==> src/rtl/pipe_pkg.sv <==
// ---------------------------------------------------------------------------
// pipe_pkg
//
// Shared definitions for the pipeline stage slices of the RISC-V core.
//   slice_state_e : occupancy state of a two-entry skid buffer
//   RV_NOP        : canonical NOP (addi x0, x0, 0), used as the bubble payload
//                   of the IF/ID slice
//   occupancy_of  : maps a slice state onto its entry count (0..2)
// ---------------------------------------------------------------------------
package pipe_pkg;

    typedef enum logic [1:0] {
        EMPTY = 2'b00,
        BUSY  = 2'b01,
        FULL  = 2'b10
    } slice_state_e;

    localparam logic [31:0] RV_NOP = 32'h0000_0013;

    // Entry count held in a given state. The unused encoding 2'b11 reads as
    // empty so that a corrupted state can never claim to hold data.
    function automatic logic [1:0] occupancy_of(slice_state_e s);
        case (s)
            BUSY:    return 2'd1;
            FULL:    return 2'd2;
            default: return 2'd0;
        endcase
    endfunction

endpackage

==> src/rtl/pipe_data_reg.sv <==
// ---------------------------------------------------------------------------
// pipe_data_reg
//
// WIDTH-bit payload register with a load enable and a synchronous,
// active-high reset to RESET_VALUE. Used twice inside pipe_slice: once for
// the head (main) entry and once for the skid entry.
//
// Ports:
//   clk   : rising-edge clock
//   rst   : synchronous active-high reset, loads RESET_VALUE
//   load  : when high, d is captured at the next edge
//   d     : data to capture
//   q     : registered data
// ---------------------------------------------------------------------------
module pipe_data_reg
    import pipe_pkg::*;
#(
    parameter int unsigned       WIDTH       = 32,
    parameter logic [WIDTH-1:0]  RESET_VALUE = '0
) (
    input  logic             clk,
    input  logic             rst,
    input  logic             load,
    input  logic [WIDTH-1:0] d,
    output logic [WIDTH-1:0] q
);

    logic [WIDTH-1:0] data_d;
    logic [WIDTH-1:0] data_q;

    // Hold the current value unless the owner asks for a load.
    always_comb begin
        data_d = data_q;
        if (load) begin
            data_d = d;
        end
    end

    // Reset takes priority over any pending load.
    always_ff @(posedge clk) begin
        if (rst) begin
            data_q <= RESET_VALUE;
        end else begin
            data_q <= data_d;
        end
    end

    assign q = data_q;

endmodule

==> src/rtl/pipe_slice.sv <==
// ---------------------------------------------------------------------------
// pipe_slice
//
// Two-entry skid buffer used as a pipeline stage register. Both sides use a
// valid/ready handshake; every output is decoded from or taken directly out
// of a flop, so a downstream stall never reaches upstream combinationally.
// A flush empties the slice and parks FLUSH_VALUE (e.g. a NOP) on out_data.
//
// Parameters:
//   WIDTH       : payload width in bits
//   FLUSH_VALUE : out_data whenever the slice is empty
//
// Ports:
//   clk        : rising-edge clock
//   rst        : synchronous active-high reset
//   flush      : drop all held entries at the next edge
//   in_valid   : upstream offers in_data
//   in_ready   : slice can accept (low only when both entries are full)
//   in_data    : upstream payload
//   out_valid  : out_data holds a valid entry
//   out_ready  : downstream consumes out_data
//   out_data   : head entry, FLUSH_VALUE when empty
//   occupancy  : number of entries held (0..2)
// ---------------------------------------------------------------------------
module pipe_slice
    import pipe_pkg::*;
#(
    parameter int unsigned       WIDTH       = 32,
    parameter logic [WIDTH-1:0]  FLUSH_VALUE = '0
) (
    input  logic             clk,
    input  logic             rst,
    input  logic             flush,
    input  logic             in_valid,
    output logic             in_ready,
    input  logic [WIDTH-1:0] in_data,
    output logic             out_valid,
    input  logic             out_ready,
    output logic [WIDTH-1:0] out_data,
    output logic [1:0]       occupancy
);

    slice_state_e     state_d;
    slice_state_e     state_q;

    logic             accept;
    logic             pop;

    logic             main_load;
    logic [WIDTH-1:0] main_d;
    logic [WIDTH-1:0] main_q;

    logic             skid_load;
    logic [WIDTH-1:0] skid_q;

    // Handshake outputs are pure decodes of the state flop.
    assign in_ready  = (state_q != FULL);
    assign out_valid = (state_q != EMPTY);
    assign occupancy = occupancy_of(state_q);
    assign out_data  = main_q;

    assign accept = in_valid & in_ready;
    assign pop    = out_valid & out_ready;

    // Next-state and register-load control. Whenever the slice drains to
    // EMPTY the main register is reloaded with FLUSH_VALUE, which keeps
    // out_data at the bubble value without a mux on the output path. The
    // skid register is written only when it has to absorb a word while the
    // head is stalled; otherwise its contents are irrelevant.
    always_comb begin
        state_d   = state_q;
        main_load = 1'b0;
        main_d    = in_data;
        skid_load = 1'b0;

        if (flush) begin
            state_d   = EMPTY;
            main_load = 1'b1;
            main_d    = FLUSH_VALUE;
        end else begin
            case (state_q)
                EMPTY: begin
                    if (accept) begin
                        state_d   = BUSY;
                        main_load = 1'b1;
                    end
                end
                BUSY: begin
                    if (accept && !pop) begin
                        state_d   = FULL;
                        skid_load = 1'b1;
                    end else if (accept && pop) begin
                        main_load = 1'b1;
                    end else if (pop) begin
                        state_d   = EMPTY;
                        main_load = 1'b1;
                        main_d    = FLUSH_VALUE;
                    end
                end
                FULL: begin
                    if (pop) begin
                        state_d   = BUSY;
                        main_load = 1'b1;
                        main_d    = skid_q;
                    end
                end
                default: begin
                    state_d   = EMPTY;
                    main_load = 1'b1;
                    main_d    = FLUSH_VALUE;
                end
            endcase
        end
    end

    // State register; reset overrides flush and any handshake.
    always_ff @(posedge clk) begin
        if (rst) begin
            state_q <= EMPTY;
        end else begin
            state_q <= state_d;
        end
    end

    pipe_data_reg #(
        .WIDTH       (WIDTH),
        .RESET_VALUE (FLUSH_VALUE)
    ) u_main (
        .clk  (clk),
        .rst  (rst),
        .load (main_load),
        .d    (main_d),
        .q    (main_q)
    );

    pipe_data_reg #(
        .WIDTH       (WIDTH),
        .RESET_VALUE (FLUSH_VALUE)
    ) u_skid (
        .clk  (clk),
        .rst  (rst),
        .load (skid_load),
        .d    (in_data),
        .q    (skid_q)
    );

endmodule

==> config.mk <==
export PLATFORM = sky130hd
export DESIGN_NAME = pipe_slice
export DESIGN_NICKNAME = d
export VERILOG_FILES = /design/src/rtl/pipe_pkg.sv /design/src/rtl/pipe_data_reg.sv /design/src/rtl/pipe_slice.sv
export SDC_FILE = /design/constraint.sdc
export NUM_CORES = 1
export LEC_CHECK = 0
export ABC_AREA = 0
export BUFFER_PORTS_ARGS = -buffer_cell sky130_fd_sc_hd__buf_2
export CORE_ASPECT_RATIO = 1.4
export CORE_MARGIN = 2
export CORE_UTILIZATION = 30
export CTS_BUF_LIST = sky130_fd_sc_hd__clkbuf_4 sky130_fd_sc_hd__clkbuf_8
export CTS_CLUSTER_SIZE = 28
export DETAILED_ROUTE_END_ITERATION = 7
export SYNTH_ARGS = -nofsm -noshare
export SYNTH_HDL_FRONTEND = slang
export SYNTH_SLANG_ARGS = --single-unit
export TNS_END_PERCENT = 10
==> constraint.sdc <==
create_clock -name clk -period 2.4 [get_ports clk]
set_clock_uncertainty 0.2 [all_clocks]
set_input_delay 0.36 -clock clk [delete_from_list [all_inputs] [get_ports clk]]
set_output_delay 0.36 -clock clk [all_outputs]
set_load 0.005 [all_outputs]
==> results of run 1 <==
## cell type report
cell class,instances,area (um2)
Fill cell,957,5560
Timing Repair Buffer,82,460
Clock inverter,3,15.0
Multi-Input combinational cell,181,1270
Inverter,1,3.75
Sequential cell,66,1320
Tap cell,107,134
Clock buffer,13,160
## power groups by stage
| stage | combinational [W] | sequential [W] | clock (W) |
|---|---|---|---|
| 2_1_floorplan | 0.000108 | 0.00117 | 0 |
| 5_1_grt | 0.000231 | 0.00115 | 0.000905 |
| 6_report | 0.000210 | 0.00115 | 0.000835 |
| 4_1_cts | 0.000213 | 0.00115 | 0.000858 |
| 3_3_place_gp | 0.000209 | 0.00117 | 0 |
| 3_5_place_dp | 0.000212 | 0.00117 | 0 |
## path summary, 6_finish.rpt
check,start,to,slack [ns],depth (start not counted)
setup reg to reg,state_q[1],u_main.q[28],0.47,4
hold / removal,in_data[1],u_skid.q[1],0.08,3
hold reg to reg,u_main.q[5],u_main.q[5],0.26,1
setup / recovery,state_q[1],u_main.q[28],0.47,4
## cells by family (layout without fill, tap and decap cells)
logic type | Yosys count | after routing
compound gates | 101 | 101
buf+inv | 29 | 99
flops | 66 | 66
mux | 33 | 33
simple gates | 47 | 47
## synthesized netlist by cell type, drive strengths merged
cell type,number
a211oi,2
buf,10
nor4b,1
or3b,1
nor2,1
a22oi,1
nand2,2
nor3,1
mux2,1
clkbuf,18
mux2i,32
inv,1
a21oi,32
o22ai,1
o2bb2ai,32
or2,2
o21ai,32
a21o,1
nor2b,2
and3b,1
or4b,1
dfxtp,66
nand2b,1
nand3,32
or3,1
nand3b,1
## registers in the layout, summed over array words and instances (netlist names)
signal	count
u_main.q	32
u_skid.q	32
state_q	2
## routing by layer
layer | global-route usage | part of all wire | routed length, um
met2 | 0.249 | 0.50 | 3540
met5 | 0 | 0 | 0
met1 | 0.160 | 0.42 | 3000
met3 | 0.0407 | 0.048 | 340
met4 | 0.0847 | 0.030 | 209
## stage by stage
| stage | utilization | cells | worst slack, ns |
|---|---|---|---|
| floorplan | - | 276 | 0.679 |
| global placement | 0.358 | 437 | 0.491 |
| global route | 0.377 | 453 | 0.351 |
| CTS | 0.377 | 453 | 0.452 |
| finish | 0.377 | 453 | 0.467 |
| detailed placement | 0.358 | 437 | 0.470 |
## worst register-to-register path, cell delays in order (launching register included)
cell	delay, ns
dfxtp_1	0.49
mux2_2	0.43
a22oi_2	0.16
buf_4	0.39
o2bb2ai_1	0.14
==> results_dict.tcl, run 1 <==
set metrics [dict create \
    mostFrequentLayoutCell "buf_2" \
    fin_crit_ns 1.93 \
    place_congestion 0.731 \
    finalMaxSlewViolations 0 \
    cts.sinks 66 \
    root_buffer "clkbuf_8" \
    dr_total_vias 2339 \
    grt_max_degree 34 \
    clock_path_buffers 2 \
    worstSetupEndpointType "flip-flop" \
    syn_nets 313 \
    powerDensity_mw_per_mm2 651 \
    synthAdderAreaFrac 0 \
    cp_top_family "flip-flops" \
    ir_drop_mv 0.364 \
    drt_iter0_markers 87 \
    max_freq_mhz 517 \
    p_leak_nw 1.53 \
    max-cap-violations 0 \
    synth_top_area_cell "dfxtp_1" \
    cp_slowest_stage_delay_ns 0.49 \
    synth_top_area_share 0.483 \
    core_area_mm2 0.00893 \
    cp_data_required_time_ns 2.41 \
    vias_per_cell 5.16 \
    synth_xor_area_frac 0 \
    ys_ff_latch 66 \
    syn_area_per_cell_um2 9.91 \
    cts_tree "built" \
    start_util 0.306 \
    hold_viol 0 \
    ctsHoldBuffers 0 \
    synth_simple_gate_area_frac 0.0956 \
    die_h_um 117 \
    cts_resized 0 \
    fin_setup_tns_ns 0 \
    yosysSeqAreaShare 0.483 \
    ys_warn_count 0 \
    clkLatencyLatePin_ns 0.34 \
    setup_viol 0 \
    grt.overflow.total 0 \
    antenna_cells 0 \
    worst_pin_slew_ns 0.620 \
    areaGrowthSynthToFinish_pct 23.1 \
    holdWs_ns 0.0753 \
    clkPwrFrac 0.381 \
    period_share 0.806 \
    relSlewSlack 0.586 \
    synthCells 276 \
    drcViolationCount 0 \
    htree_levels 3 \
    io_buffer_count 72 \
    status "complete, no violations" \
    ys_types 28 \
    synth_compound_area_frac 0.247 \
    critPathLaunchType "flip-flop" \
    path_buf_inv 1 \
    synth_area_leaders "dfxtp_1, mux2i_1, o2bb2ai_1" \
    crit_path_max_fanout 32 \
    synth_mux_area_frac 0.121 \
    grt_pass1_vias 2247 \
    grt_antenna_before_repair 0 \
    worstPathArrival_ns 1.95 \
    first_pass_iters 6 \
    swShare 0.248 \
    comb_power_share 0.096 \
    fin_nets 378 \
    grt_pass1_wl_um 11200 \
    fin_total_pwr_w 0.00219 \
    crit_type "flip-flop to flip-flop" \
    drt_wl_total_um 7080 \
    path_cells "mux2_2, a22oi_2, buf_4, o2bb2ai_1" \
    num_rows 41 \
    drive_gt1_frac 0.318 \
    post-cts-setup-buffers 0 \
    grt_use_total 0.145 \
    power_frac_seq 0.524 \
    critPathSlowestCell "dfxtp_1" \
    p_int_w 0.00165 \
    rsz0062_at_grt "no" \
    ioPinCount 73 \
    synth_top_family_by_area "compound AO/OA/AOI/OAI gates" \
    fp.dieW_um 84.7 \
    synthesis.area_mm2 0.00274 \
    hpwl_um 4560 \
    fin_area_mm2 0.00337 \
    p_sw_w 0.000544 \
    dieArea_mm2 0.00991 \
    mostFrequentLayoutCells "buf_2, dfxtp_1" \
    dpl_cell_area_mm2 0.00319 \
    cts_buffers 9 \
    ant_nets 0 \
    hp-class "input port to flip-flop" \
    post_drt_wl_per_cell_um 15.6 \
    clk_pin_slew_ns 0.07 \
]
Note: power is estimated with default switching activity, not from simulation.
==> run 2: changes to the inputs <==
Clock period 2.4 ns to 2 ns, I/O delays scaled along.
==> run 2 against run 1 <==
Compared with the run above:
- wire length rose by 9.9%
- design area is 2.7% higher
- combinational power grew 35%
- via count is 1.7% higher
- sequential power is 20% higher
- first-iteration DRC count down 17%
- clock-buffer cell count fell by 2
- sequential share of layout area decreased by 1.0 points
- core utilization increased by 1.0 points
- worst hold slack worse by 0.052 ns
- non-clock buffer count up 5
==> results_dict.tcl, run 2 (synthesis gave the netlist of run 1 again) <==
set metrics [dict create \
    worstSetupEndpointType "flip-flop" \
    mostFrequentLayoutCells "buf_2, dfxtp_1" \
    ioPinCount 73 \
    grt_antenna_before_repair 0 \
    grt.overflow.total 0 \
    holdWs_ns 0.0233 \
    met2_usage 0.276 \
    use_met1 0.167 \
    holdPathStages 3 \
    relSlewSlack 0.602 \
    grt_pass1_vias 2415 \
    antenna_cells 0 \
    drt_iter0_markers 72 \
    hp-class "input port to flip-flop" \
    start_util 0.306 \
    worst_pin_slew_ns 0.597 \
    fin_crit_ns 1.97 \
    fp.dieW_um 84.7 \
    cp_slowest_stage_delay_ns 0.53 \
    drcViolationCount 0 \
    setup_viol 0 \
    clk_pin_slew_ns 0.07 \
    clock_path_buffers 2 \
    p_leak_nw 1.57 \
    core_area_mm2 0.00893 \
    grt_use_total 0.152 \
    root_buffer "clkbuf_8" \
    max_freq_mhz 507 \
    status "complete, no violations" \
    drt_wl_total_um 7780 \
    ant_nets 0 \
    dr_total_vias 2379 \
    grt_pass1_wl_um 11700 \
    cp_data_required_time_ns 2.06 \
    crit_path_max_fanout 8 \
    cp_top_family "buffers and inverters" \
    io_buffer_count 72 \
    place_congestion 0.720 \
    hpwl_um 4520 \
    r2r-end "u_main.q[14]" \
    ir_drop_mv 0.400 \
    grt.met3_usage 0.0379 \
    powerDensity_mw_per_mm2 752 \
    fin_setup_tns_ns 0 \
    period_share 0.986 \
    r2r-start "state_q[1]" \
    path_buf_inv 4 \
    grt_max_degree 34 \
    post_drt_wl_per_cell_um 17.0 \
    path_cells "dlygate4sd3_1, buf_2, or4b_4, o22ai_4, buf_12, clkbuf_16, o2bb2ai_1" \
    finalMaxSlewViolations 0 \
    critPathSlowestCell "dlygate4sd3_1" \
    cts_tree "built" \
    max-cap-violations 0 \
    cts_buffers 9 \
    crit_type "input port to flip-flop" \
    first_pass_iters 4 \
    clkLatencyLatePin_ns 0.33 \
    drive_gt1_frac 0.314 \
    hold_path_startpoint "in_data[9]" \
    worstHoldEndpoint "u_skid.q[9]" \
    htree_levels 3 \
    reg2regPathDepth 4 \
    hold_viol 0 \
    fin_nets 383 \
    die_h_um 117 \
    mostFrequentLayoutCell "buf_2" \
    dieArea_mm2 0.00991 \
    vias_per_cell 5.21 \
    reg2reg_slack_ns 0.17 \
    rsz0062_at_grt "no" \
    num_rows 41 \
    worstPathArrival_ns 2.03 \
    grt.busiest_layer "met2" \
    critPathLaunchType "input port" \
    areaGrowthSynthToFinish_pct 26.4 \
    cts.sinks 66 \
]
## run 2: repair_timing
| action | CTS | global route |
|---|---|---|
| setup buffers | 0 | 1 |
| hold buffers | 4 | 0 |
| endpoints found under the setup margin | 0 | 37 |
| endpoints found under the hold margin | 3 | 0 |
| resized for setup | 0 | 2 |
## run 2: through the flow
step	instances	total power, W	worst slack, ns	cell area (um2)	utilization
5_1_grt	457	0.00271	0.00225	3460	0.387
4_1_cts	454	0.00262	0.00733	3380	0.378
6_report	457	0.00260	0.0289	3460	0.387
3_3_place_gp	435	0.00166	0.199	3180	0.356
2_1_floorplan	276	0.00154	0.313	2740	-
3_5_place_dp	435	0.00166	0.189	3180	0.356
## run 2: layout make-up
cell class,instances,area (um2)
multi-input combinational,181,1270
inverter,1,3.75
clock inverter,4,20.0
tap,107,134
clock buffer,11,139
sequential,66,1320
fill,970,5470
timing repair buffer,87,568
## run 2: worst max path at each step
stage | start | to | slack [ns] | cells past startpoint
floorplan | state_q[1] | u_main.q[0] | 0.31 | 5
global placement | state_q[1] | u_main.q[19] | 0.20 | 4
detailed placement | state_q[1] | u_main.q[18] | 0.19 | 4
CTS | flush | u_main.q[22] | 0.007 | 6
global route | rst | u_main.q[15] | 0.002 | 7
finish | rst | u_main.q[14] | 0.03 | 7
## run 2: power breakdown
group / leakage (nW) / switching [W] / total [W] / internal [W]
Combinational: 0.940 / 0.000158 / 0.000283 / 0.000125
Sequential: 0.536 / 0.0000239 / 0.00138 / 0.00135
Clock: 0.0896 / 0.000479 / 0.000941 / 0.000462
Total: 1.57 / 0.000661 / 0.00260 / 0.00194
## run 2: metal layers
metal  wire length (um)  vias to the layer above
met5                  0                        -
met4                151                        0
met1               3310                     1149
met3                338                       11
met2               3980                       57
li1                   -                     1162
## run 2: tightest hold or removal path, cell delays in order
cell,delay [ns]
buf_2,0.10
nand3_1,0.06
a21oi_1,0.05
==> run 3: changes to the inputs <==
Settings changed: BUFFER_PORTS_ARGS -buffer_cell sky130_fd_sc_hd__buf_2 to -buffer_cell sky130_fd_sc_hd__buf_4.
==> run 3 against run 2 <==
Compared with the run above:
- clock power up 5.7%
- final cell count up 0.66%
- sequential power about the same
- design area up 6.2%
- sequential share of layout area down 2.2 points
- global-route usage down 0.45 points
- non-clock buffer count up 3
- die area unchanged
- first-iteration DRC count up 130%
- register-to-register slack better by 0.06 ns
- critical path type unchanged
- largest cell class unchanged
==> results_dict.tcl, run 3 (synthesis gave the netlist of run 1 again) <==
set metrics [dict create \
    crit_path_max_fanout 8 \
    holdPathStages 3 \
    reg2regPathDepth 5 \
    worstSetupEndpointType "flip-flop" \
    relSlewSlack 0.610 \
    crit_type "input port to flip-flop" \
    io_buffer_count 72 \
    powerDensity_mw_per_mm2 732 \
    fin_area_mm2 0.00367 \
    vias_per_cell 5.18 \
    critPathLaunchType "input port" \
    drt_wl_total_um 7240 \
    fp.dieW_um 84.7 \
    crit_start "rst" \
    hold_viol 0 \
    start_util 0.306 \
    critical_path.endpoint "u_main.q[24]" \
    ant_nets 0 \
    wl_met1_um 3080 \
    hpwl_um 4630 \
    dpl_cell_area_mm2 0.00341 \
    grt_pass1_vias 2382 \
    cts_tree "built" \
    post-route-util 0.412 \
    drive_gt1_frac 0.326 \
    hp-class "input port to flip-flop" \
    fin_setup_tns_ns 0 \
    cts_buffers 9 \
    status "complete, no violations" \
    root_buffer "clkbuf_8" \
    top_layer "met4" \
    wl_met3_um 436 \
    holdWs_ns 0.0259 \
    cp_top_family "buffers and inverters" \
    grt_antenna_before_repair 0 \
    cts.sinks 66 \
    clk_pin_slew_ns 0.07 \
    grt.overflow.total 0 \
    hold_path_startpoint "in_data[25]" \
    r2r-end "u_main.q[24]" \
    num_rows 41 \
    dr_total_vias 2384 \
    path_depth 7 \
    multi_input_area_mm2 0.00127 \
    path_cells "dlygate4sd3_1, buf_4, or4b_4, o22ai_4, buf_12, clkbuf_16, o2bb2ai_1" \
    reg2reg_slack_ns 0.23 \
    mostFrequentLayoutCell "buf_4" \
    r2r-start "state_q[0]" \
    fin_nets 386 \
    max_freq_mhz 510 \
    seqCellArea_mm2 0.00132 \
    grt_max_degree 34 \
    ioPinCount 73 \
    dr_wl_met2_um 3570 \
    finalMaxSlewViolations 0 \
    drt_iter0_markers 163 \
    grt_use_total 0.148 \
    clock_path_buffers 2 \
    first_pass_iters 4 \
    grt_pass1_wl_um 11600 \
    dieArea_mm2 0.00991 \
    core_area_mm2 0.00893 \
    period_share 0.981 \
    clkLatencyLatePin_ns 0.34 \
    place_congestion 0.721 \
    setup_viol 0 \
    htree_levels 3 \
    ir_drop_mv 0.456 \
    cp_slowest_stage_delay_ns 0.54 \
    mostFrequentLayoutCells "buf_4, dfxtp_1" \
    drcViolationCount 0 \
    cp_data_required_time_ns 2.06 \
    worst_pin_slew_ns 0.584 \
    worstPathArrival_ns 2.03 \
    max-cap-violations 0 \
    path_buf_inv 4 \
    post_drt_wl_per_cell_um 15.7 \
    die_h_um 117 \
    p_leak_nw 1.62 \
    fin_crit_ns 1.96 \
    antenna_cells 0 \
    fillers 941 \
    areaGrowthSynthToFinish_pct 34.3 \
    critPathSlowestCell "dlygate4sd3_1" \
]
## run 3: cell type report
type                            count  share of cell area
Clock buffer                       12              0.0433
Clock inverter                      3             0.00409
Inverter                            1             0.00102
Multi-Input combinational cell    181               0.346
Sequential cell                    66               0.360
Tap cell                          107              0.0364
Timing Repair Buffer               90               0.209
## run 3: where the power goes
part	switching [W]	internal [W]
clock	0.000476	0.000518
combinational	0.000152	0.000162
sequential	0.0000246	0.00135
total	0.000653	0.00203
## run 3: stage by stage
step / total power [W] / instances / setup slack [ns]
after floorplan: 0.00154 / 276 / 0.313
after global placement: 0.00170 / 441 / 0.249
after detailed placement: 0.00171 / 441 / 0.230
after CTS: 0.00270 / 458 / 0.0206
after global routing: 0.00281 / 460 / -0.00117
final: 0.00269 / 460 / 0.0373
## run 3: timing repair
item                       CTS  global route
buffers inserted             0             1
hold endpoints to repair     1             0
gates resized for setup      0             1
hold buffers                 2             0
setup endpoints to repair    0            31
## run 3: worst min path at each step
| stage | to | slack (ns) |
|---|---|---|
| 3_5_place_dp | u_main.q[1] | 0.25 |
| 5_1_grt | u_skid.q[28] | 0.02 |
| 2_1_floorplan | state_q[0] | 0.18 |
| 6_report | u_skid.q[25] | 0.03 |
| 4_1_cts | u_skid.q[17] | 0.02 |
| 3_3_place_gp | u_main.q[22] | 0.25 |
## run 3: per-layer routing
| layer | GRT usage | vias to the layer above |
|---|---|---|
| li1 | - | 1169 |
| met1 | 0.172 | 1117 |
| met2 | 0.254 | 85 |
| met3 | 0.0386 | 13 |
| met4 | 0.0709 | 0 |
| met5 | 0 | - |
## run 3: worst reg2reg max path, stage by stage (launching register included)
cell	delay [ns]
dfxtp_1	0.45
or4b_4	0.51
o22ai_4	0.14
buf_12	0.15
clkbuf_16	0.15
o2bb2ai_1	0.10
